--- src/rtl/lmc_pkg.sv ---
// Shared constants and types for the LMC memory slice.
//   LMC_WORD_W / LMC_ADDR_W / LMC_DEPTH : default word width, address width, depth
//   lmc_ld_state_t                      : program loader states
// The loader is only built when LMC_MEM_LOAD_EN is defined.
package lmc_pkg;

  localparam int LMC_WORD_W = 11;
  localparam int LMC_ADDR_W = 7;
  localparam int LMC_DEPTH  = 100;

  typedef enum logic [1:0] {
    LOAD,
    CLEAR,
    RUN
  } lmc_ld_state_t;

endpackage

--- src/rtl/lmc_mem_array.sv ---
// Word storage for lmc_mem: one synchronous write port, one combinational
// read port. Addresses at or beyond DEPTH read as zero and ignore writes.
// Ports:
//   clk, reset     clock and asynchronous active-high reset
//   we/waddr/wdata write strobe, address and data
//   raddr/rdata    read address and combinational read data
// Macro LMC_MEM_LOAD_EN: when undefined the storage is zeroed by reset
// (no loader exists to initialise it); when defined contents survive reset.
module lmc_mem_array
  import lmc_pkg::*;
#(
  parameter int DEPTH  = LMC_DEPTH,
  parameter int WIDTH  = LMC_WORD_W,
  parameter int ADDR_W = LMC_ADDR_W
) (
  input  logic                     clk,
  input  logic                     reset,
  input  logic                     we,
  input  logic [ADDR_W-1:0]        waddr,
  input  logic signed [WIDTH-1:0]  wdata,
  input  logic [ADDR_W-1:0]        raddr,
  output logic signed [WIDTH-1:0]  rdata
);

  localparam logic [ADDR_W-1:0] LAST = ADDR_W'(DEPTH - 1);

  logic signed [WIDTH-1:0] mem [DEPTH];

`ifdef LMC_MEM_LOAD_EN
  logic unused_reset;
  assign unused_reset = reset;

  always_ff @(posedge clk) begin
    if (we && waddr <= LAST) mem[waddr] <= wdata;
  end
`else
  always_ff @(posedge clk or posedge reset) begin
    if (reset) begin
      for (int i = 0; i < DEPTH; i++) mem[i] <= '0;
    end else if (we && waddr <= LAST) begin
      mem[waddr] <= wdata;
    end
  end
`endif

  // Read-during-write sees the old word because the array updates at the edge.
  assign rdata = (raddr <= LAST) ? mem[raddr] : '0;

endmodule

--- src/rtl/lmc_mem.sv ---
// Program/data store for the LMC core with optional on-chip program loader.
// Ports:
//   clk, reset          clock and asynchronous active-high reset
//   addr/data/write_enable/out  core memory interface (combinational read)
//   ld_valid/ld_ready/ld_word/ld_last  loader word stream
//   cpu_hold            core held in reset while high
//   ld_count            words accepted in the current load
// Macro LMC_MEM_LOAD_EN: defined builds the LOAD -> CLEAR -> RUN loader;
// undefined leaves the core free-running and ties loader outputs to zero.
module lmc_mem
  import lmc_pkg::*;
#(
  parameter int DEPTH  = LMC_DEPTH,
  parameter int WIDTH  = LMC_WORD_W,
  parameter int ADDR_W = LMC_ADDR_W
) (
  input  logic                     clk,
  input  logic                     reset,
  input  logic [ADDR_W-1:0]        addr,
  input  logic signed [WIDTH-1:0]  data,
  input  logic                     write_enable,
  output logic signed [WIDTH-1:0]  out,
  input  logic                     ld_valid,
  output logic                     ld_ready,
  input  logic signed [WIDTH-1:0]  ld_word,
  input  logic                     ld_last,
  output logic                     cpu_hold,
  output logic [ADDR_W-1:0]        ld_count
);

  logic                    we;
  logic [ADDR_W-1:0]       waddr;
  logic signed [WIDTH-1:0] wdata;

`ifdef LMC_MEM_LOAD_EN
  localparam logic [ADDR_W-1:0] LAST = ADDR_W'(DEPTH - 1);

  lmc_ld_state_t           state_q, state_d;
  logic [ADDR_W-1:0]       ptr_q, ptr_d;
  logic [ADDR_W-1:0]       cnt_q, cnt_d;
  logic                    ld_we;
  logic signed [WIDTH-1:0] ld_wdata;

  always_ff @(posedge clk or posedge reset) begin
    if (reset) begin
      state_q <= LOAD;
      ptr_q   <= '0;
      cnt_q   <= '0;
    end else begin
      state_q <= state_d;
      ptr_q   <= ptr_d;
      cnt_q   <= cnt_d;
    end
  end

  always_comb begin
    state_d  = state_q;
    ptr_d    = ptr_q;
    cnt_d    = cnt_q;
    ld_we    = 1'b0;
    ld_wdata = '0;
    unique case (state_q)
      LOAD: begin
        if (ld_valid) begin
          ld_we    = 1'b1;
          ld_wdata = ld_word;
          ptr_d    = ptr_q + ADDR_W'(1);
          cnt_d    = cnt_q + ADDR_W'(1);
          // A full image goes straight to RUN; a short one zero-fills the tail.
          if (ld_last || ptr_q == LAST) state_d = (ptr_q < LAST) ? CLEAR : RUN;
        end
      end
      CLEAR: begin
        ld_we = 1'b1;
        ptr_d = ptr_q + ADDR_W'(1);
        if (ptr_q == LAST) state_d = RUN;
      end
      RUN: ;
      default: state_d = LOAD;
    endcase
  end

  assign ld_ready = (state_q == LOAD);
  assign cpu_hold = (state_q != RUN);
  assign ld_count = cnt_q;

  // Loader owns the write port whenever it writes; core writes wait for RUN.
  assign we    = ld_we | (write_enable & ~cpu_hold);
  assign waddr = ld_we ? ptr_q : addr;
  assign wdata = ld_we ? ld_wdata : data;
`else
  logic unused_ld;
  assign unused_ld = ^{ld_valid, ld_word, ld_last};

  assign ld_ready = 1'b0;
  assign cpu_hold = 1'b0;
  assign ld_count = '0;

  assign we    = write_enable;
  assign waddr = addr;
  assign wdata = data;
`endif

  lmc_mem_array #(
    .DEPTH  (DEPTH),
    .WIDTH  (WIDTH),
    .ADDR_W (ADDR_W)
  ) u_array (
    .clk   (clk),
    .reset (reset),
    .we    (we),
    .waddr (waddr),
    .wdata (wdata),
    .raddr (addr),
    .rdata (out)
  );

endmodule
--- config.mk ---
export PLATFORM = sky130hd
export DESIGN_NAME = lmc_mem
export DESIGN_NICKNAME = d
export VERILOG_FILES = /design/src/rtl/lmc_pkg.sv /design/src/rtl/lmc_mem_array.sv /design/src/rtl/lmc_mem.sv
export SDC_FILE = /design/constraint.sdc
export NUM_CORES = 2
export LEC_CHECK = 0
export ABC_AREA = 1
export BUFFER_PORTS_ARGS = -buffer_cell sky130_fd_sc_hd__buf_2
export CORE_MARGIN = 4
export CORE_UTILIZATION = 40
export CTS_CLUSTER_SIZE = 12
export DETAILED_ROUTE_END_ITERATION = 12
export PLACE_DENSITY = 0.58
export SYNTH_ARGS = -nofsm -noshare
export SYNTH_HDL_FRONTEND = slang
export SYNTH_SLANG_ARGS = --single-unit
--- constraint.sdc ---
create_clock -name clk -period 44.5 [get_ports clk]
set_input_delay 4.45 -clock clk [delete_from_list [all_inputs] [get_ports clk]]
set_output_delay 4.45 -clock clk [all_outputs]
set_load 0.1 [all_outputs]
==> impl_metrics.prom <==
# TYPE chip_impl_metric gauge
chip_impl_info{name="status",value="finished clean"} 1
chip_impl_metric{name="number_of_flip_flops_in_the_largest_register",unit=""} 1100
chip_impl_info{name="critical_path.cell_chain",value="buf_2 > nor2_4 > buf_4 > buf_4 > buf_4 > nand3_1 > nand4_1 > nand2_1 > nand2_1 > nor2_1 > nor2_1 > nor2_1 > nand2_1 > buf_2"} 1
chip_impl_metric{name="areaGrowthSynthToFinish",unit="%"} 8.79
chip_impl_metric{name="synth_area",unit="µm²"} 53100
chip_impl_info{name="worst_setup_path_start_kind",value="primary input"} 1
chip_impl_info{name="gr-max-usage-layer",value="met2"} 1
chip_impl_metric{name="fmax",unit="MHz"} 72.9
chip_impl_metric{name="post_synthesis_area_per_instance",unit="µm²"} 7.37
chip_impl_metric{name="worst_setup_hold_path_clk_slew",unit="ns"} 0.05
chip_impl_metric{name="cts_hold_buf",unit=""} 0
chip_impl_metric{name="edff_count_synth",unit=""} 0
chip_impl_info{name="synth_most_common_cell",value="sky130_fd_sc_hd__nand2_1"} 1
chip_impl_info{name="post-synth-top-area-cell",value="sky130_fd_sc_hd__dfrtp_1"} 1
chip_impl_info{name="clk_root_buffer_cell",value="sky130_fd_sc_hd__clkbuf_16"} 1
chip_impl_info{name="netlist_top_cells_area",value="sky130_fd_sc_hd__dfrtp_1 (52%), sky130_fd_sc_hd__nand2_1 (18%), sky130_fd_sc_hd__o21ai_0 (10%), sky130_fd_sc_hd__inv_1 (6.9%), sky130_fd_sc_hd__nand3_1 (4.9%)"} 1
chip_impl_metric{name="powerDensity",unit="nW/µm²"} 40.8
chip_impl_metric{name="drt_wl_total",unit="mm"} 155
chip_impl_metric{name="gr-usage-met1",unit="%"} 33.3
chip_impl_metric{name="detailed_place_hpwl",unit="mm"} 89.9
chip_impl_metric{name="port-buffer-count",unit=""} 31
chip_impl_metric{name="globalRouteMet3Util",unit="%"} 3.79
chip_impl_metric{name="grt_usage",unit="%"} 22.5
chip_impl_info{name="reg_top3",value="u_array.mem x1100"} 1
chip_impl_metric{name="layout_worst_path_cycle_share",unit="%"} 30.8
chip_impl_metric{name="worst_clock_skew",unit="ns"} 0
chip_impl_metric{name="core_box_area",unit="µm²"} 132000
chip_impl_metric{name="final_design_area_no_fill",unit="µm²"} 57700
chip_impl_metric{name="post_cts_resized",unit=""} 0
chip_impl_metric{name="maxSlewViolCount",unit=""} 0
chip_impl_metric{name="groute.layer.met2.usage",unit="%"} 34.0
chip_impl_metric{name="synth_top_area_share",unit="%"} 51.9
chip_impl_metric{name="synth.yosys.warnings",unit=""} 0
chip_impl_metric{name="chipHeight",unit="µm"} 372
chip_impl_info{name="ys.flop_type",value="sky130_fd_sc_hd__dfrtp_1"} 1
chip_impl_metric{name="finalWorstSetupSlack",unit="ns"} 30.79
chip_impl_metric{name="grt.overflow.total",unit=""} 0
chip_impl_metric{name="dpl.cell_count",unit=""} 8534
chip_impl_metric{name="maxSlewHeadroom",unit="%"} 20.5
chip_impl_metric{name="timing.hold.ws",unit="ns"} 0.474
chip_impl_metric{name="rows",unit=""} 133
chip_impl_metric{name="max_slew.worst_pin.slew",unit="ns"} 1.19
chip_impl_metric{name="initialDrtViolationCount",unit=""} 4213
chip_impl_metric{name="initial_core_util",unit="%"} 40.3
chip_impl_info{name="worstSetupEndpointType",value="output port"} 1
chip_impl_metric{name="grt_pass1_vias",unit=""} 40100
chip_impl_metric{name="layout-drive-gt1-share",unit="%"} 4.93
chip_impl_metric{name="netlist_instances",unit=""} 7205
chip_impl_metric{name="depth_of_the_cts_h_tree",unit=""} 3
chip_impl_info{name="crit_type",value="primary input to output port"} 1
chip_impl_metric{name="synth.yosys.seq_area_share",unit="%"} 51.9
chip_impl_metric{name="postCtsSetupBuffers",unit=""} 0
chip_impl_metric{name="cp_data_arrival_time",unit="ns"} 9.26
chip_impl_metric{name="finalCoreUtilization",unit="%"} 43.9
chip_impl_metric{name="clkLatencyLatePin",unit="ns"} 0.74
chip_impl_metric{name="clock_path_buffers",unit=""} 3
chip_impl_metric{name="antenna_violating_nets_post_route",unit=""} 0
chip_impl_metric{name="cp.required",unit="ns"} 40.05
chip_impl_info{name="synthTopCellsByCount",value="sky130_fd_sc_hd__nand2_1 (2495), sky130_fd_sc_hd__o21ai_0 (1109), sky130_fd_sc_hd__dfrtp_1 (1100), sky130_fd_sc_hd__inv_1 (974), sky130_fd_sc_hd__nand3_1 (516)"} 1
chip_impl_metric{name="detail_route.first_pass.iterations",unit=""} 6
chip_impl_metric{name="placed_area",unit="µm²"} 53900
chip_impl_metric{name="finalCriticalPeriod",unit="ns"} 13.71
chip_impl_metric{name="post_synth_num_cell_types",unit=""} 24
chip_impl_metric{name="cts-buffers-inserted",unit=""} 120
chip_impl_metric{name="critPathMaxStageDelay",unit="ns"} 0.93
chip_impl_metric{name="detail_route.vias_per_cell",unit=""} 4.97
chip_impl_info{name="tritoncts",value="yes"} 1
chip_impl_metric{name="final_nets",unit=""} 6935
chip_impl_metric{name="die_x",unit="µm"} 372
chip_impl_metric{name="power",unit="mW"} 2.36
chip_impl_metric{name="fin_cells",unit=""} 8753
chip_impl_metric{name="clock-sinks",unit=""} 1100
chip_impl_info{name="slowest_stage",value="sky130_fd_sc_hd__nor2_4"} 1
chip_impl_metric{name="drv_cap",unit=""} 0
chip_impl_metric{name="route.vias.total",unit=""} 43500
chip_impl_metric{name="global_placer_s_final_weighted_congestion",unit=""} 0.813
chip_impl_metric{name="p_leak",unit="nW"} 28.0
chip_impl_metric{name="detail_route.wl_per_cell",unit="µm"} 17.7
chip_impl_metric{name="antenna_found_initial",unit=""} 4
chip_impl_metric{name="critical_path.max_fanout",unit=""} 51
chip_impl_metric{name="power.ir.vdd_worst",unit="mV"} 0.0304
chip_impl_metric{name="drcViolationCount",unit=""} 0
chip_impl_metric{name="grt_start_max_net_pins",unit=""} 192
chip_impl_metric{name="ys_ff_latch",unit=""} 1100
chip_impl_metric{name="tns",unit="ns"} 0
chip_impl_info{name="largest_register",value="u_array.mem"} 1
chip_impl_metric{name="synth_async_sr_flop_share",unit="%"} 100
chip_impl_metric{name="global_route_wire_length_before_repair",unit="mm"} 242
chip_impl_info{name="grt_setup_unrepaired",value="no"} 1
chip_impl_info{name="worstHoldPathType",value="register to register"} 1
chip_impl_metric{name="final_hold_viol_count",unit=""} 0
chip_impl_metric{name="timing.final.setup_violations",unit=""} 0
chip_impl_metric{name="dieArea",unit="µm²"} 139000
chip_impl_metric{name="place_worst_setup_slack",unit="ns"} 30.84
chip_impl_metric{name="design.portCount",unit=""} 54
final timing paths:
check	from	to	slack [ns]	cells past startpoint
max	addr[2]	out[8]	30.79	14
max in group asynchronous	reset	u_array.mem[104]	37.26	5
min	u_array.mem[649]	u_array.mem[649]	0.47	2
min reg2reg	u_array.mem[649]	u_array.mem[649]	0.47	2
min in group asynchronous	reset	u_array.mem[885]	3.82	2
max reg2reg	u_array.mem[1075]	u_array.mem[1075]	43.75	2
power breakdown:
group / internal (mW) / leakage (nW) / total [mW] / switching, mW
clock: 0.575 / 1.90 / 0.991 / 0.416
combinational: 0.0715 / 11.6 / 0.255 / 0.184
sequential: 1.08 / 14.6 / 1.11 / 0.0347
layer usage:
layer | vias up | part of all wire [%]
met2 | 1161 | 43
met1 | 20600 | 48
met3 | 174 | 6.7
li1 | 21500 | -
met5 | - | 0
met4 | 0 | 2.3
logic make-up after synthesis:
group           after synthesis  share of synthesized area, %
buf+inv                    1509                          11.1
compound gates             1200                          11.4
simple gates               3395                          25.7
flops                      1100                          51.9
other cells                   1                       0.00707
final cells by class:
| type | instances | area [µm²] |
|---|---|---|
| antenna | 1 | 2.50 |
| clock buffer | 198 | 3630 |
| clock inverter | 20 | 251 |
| fill | 13400 | 73900 |
| inverter | 983 | 3730 |
| multi-input combinational | 4604 | 19700 |
| sequential | 1100 | 27500 |
| tap | 1755 | 2200 |
| timing repair buffer | 92 | 673 |
worst max-delay path: cells and delay by family:
family	cells	cell delay [ns]
buf+inv	5	2.53
simple gates	9	2.16
layout by cell type, fill, tap and decap left out, types with 5 or more instances in the layout:
| master | instances |
|---|---|
| sky130_fd_sc_hd__buf_4 | 57 |
| sky130_fd_sc_hd__nor2_4 | 5 |
| sky130_fd_sc_hd__nand3_1 | 516 |
| sky130_fd_sc_hd__o21ai_1 | 68 |
| sky130_fd_sc_hd__or2_2 | 44 |
| sky130_fd_sc_hd__o21ai_0 | 1109 |
| sky130_fd_sc_hd__clkbuf_16 | 120 |
| sky130_fd_sc_hd__buf_2 | 30 |
| sky130_fd_sc_hd__clkbuf_1 | 45 |
| sky130_fd_sc_hd__a21oi_1 | 11 |
| sky130_fd_sc_hd__inv_6 | 5 |
| sky130_fd_sc_hd__clkinv_2 | 8 |
| sky130_fd_sc_hd__nand2_1 | 2494 |
| sky130_fd_sc_hd__nand4_1 | 22 |
| sky130_fd_sc_hd__clkbuf_8 | 33 |
| sky130_fd_sc_hd__nor2_1 | 304 |
| sky130_fd_sc_hd__dfrtp_1 | 1100 |
| sky130_fd_sc_hd__inv_4 | 11 |
| sky130_fd_sc_hd__inv_2 | 8 |
| sky130_fd_sc_hd__inv_1 | 962 |
| sky130_fd_sc_hd__conb_1 | 9 |
| sky130_fd_sc_hd__a41oi_1 | 11 |
Power figures use the tool's default switching activity.
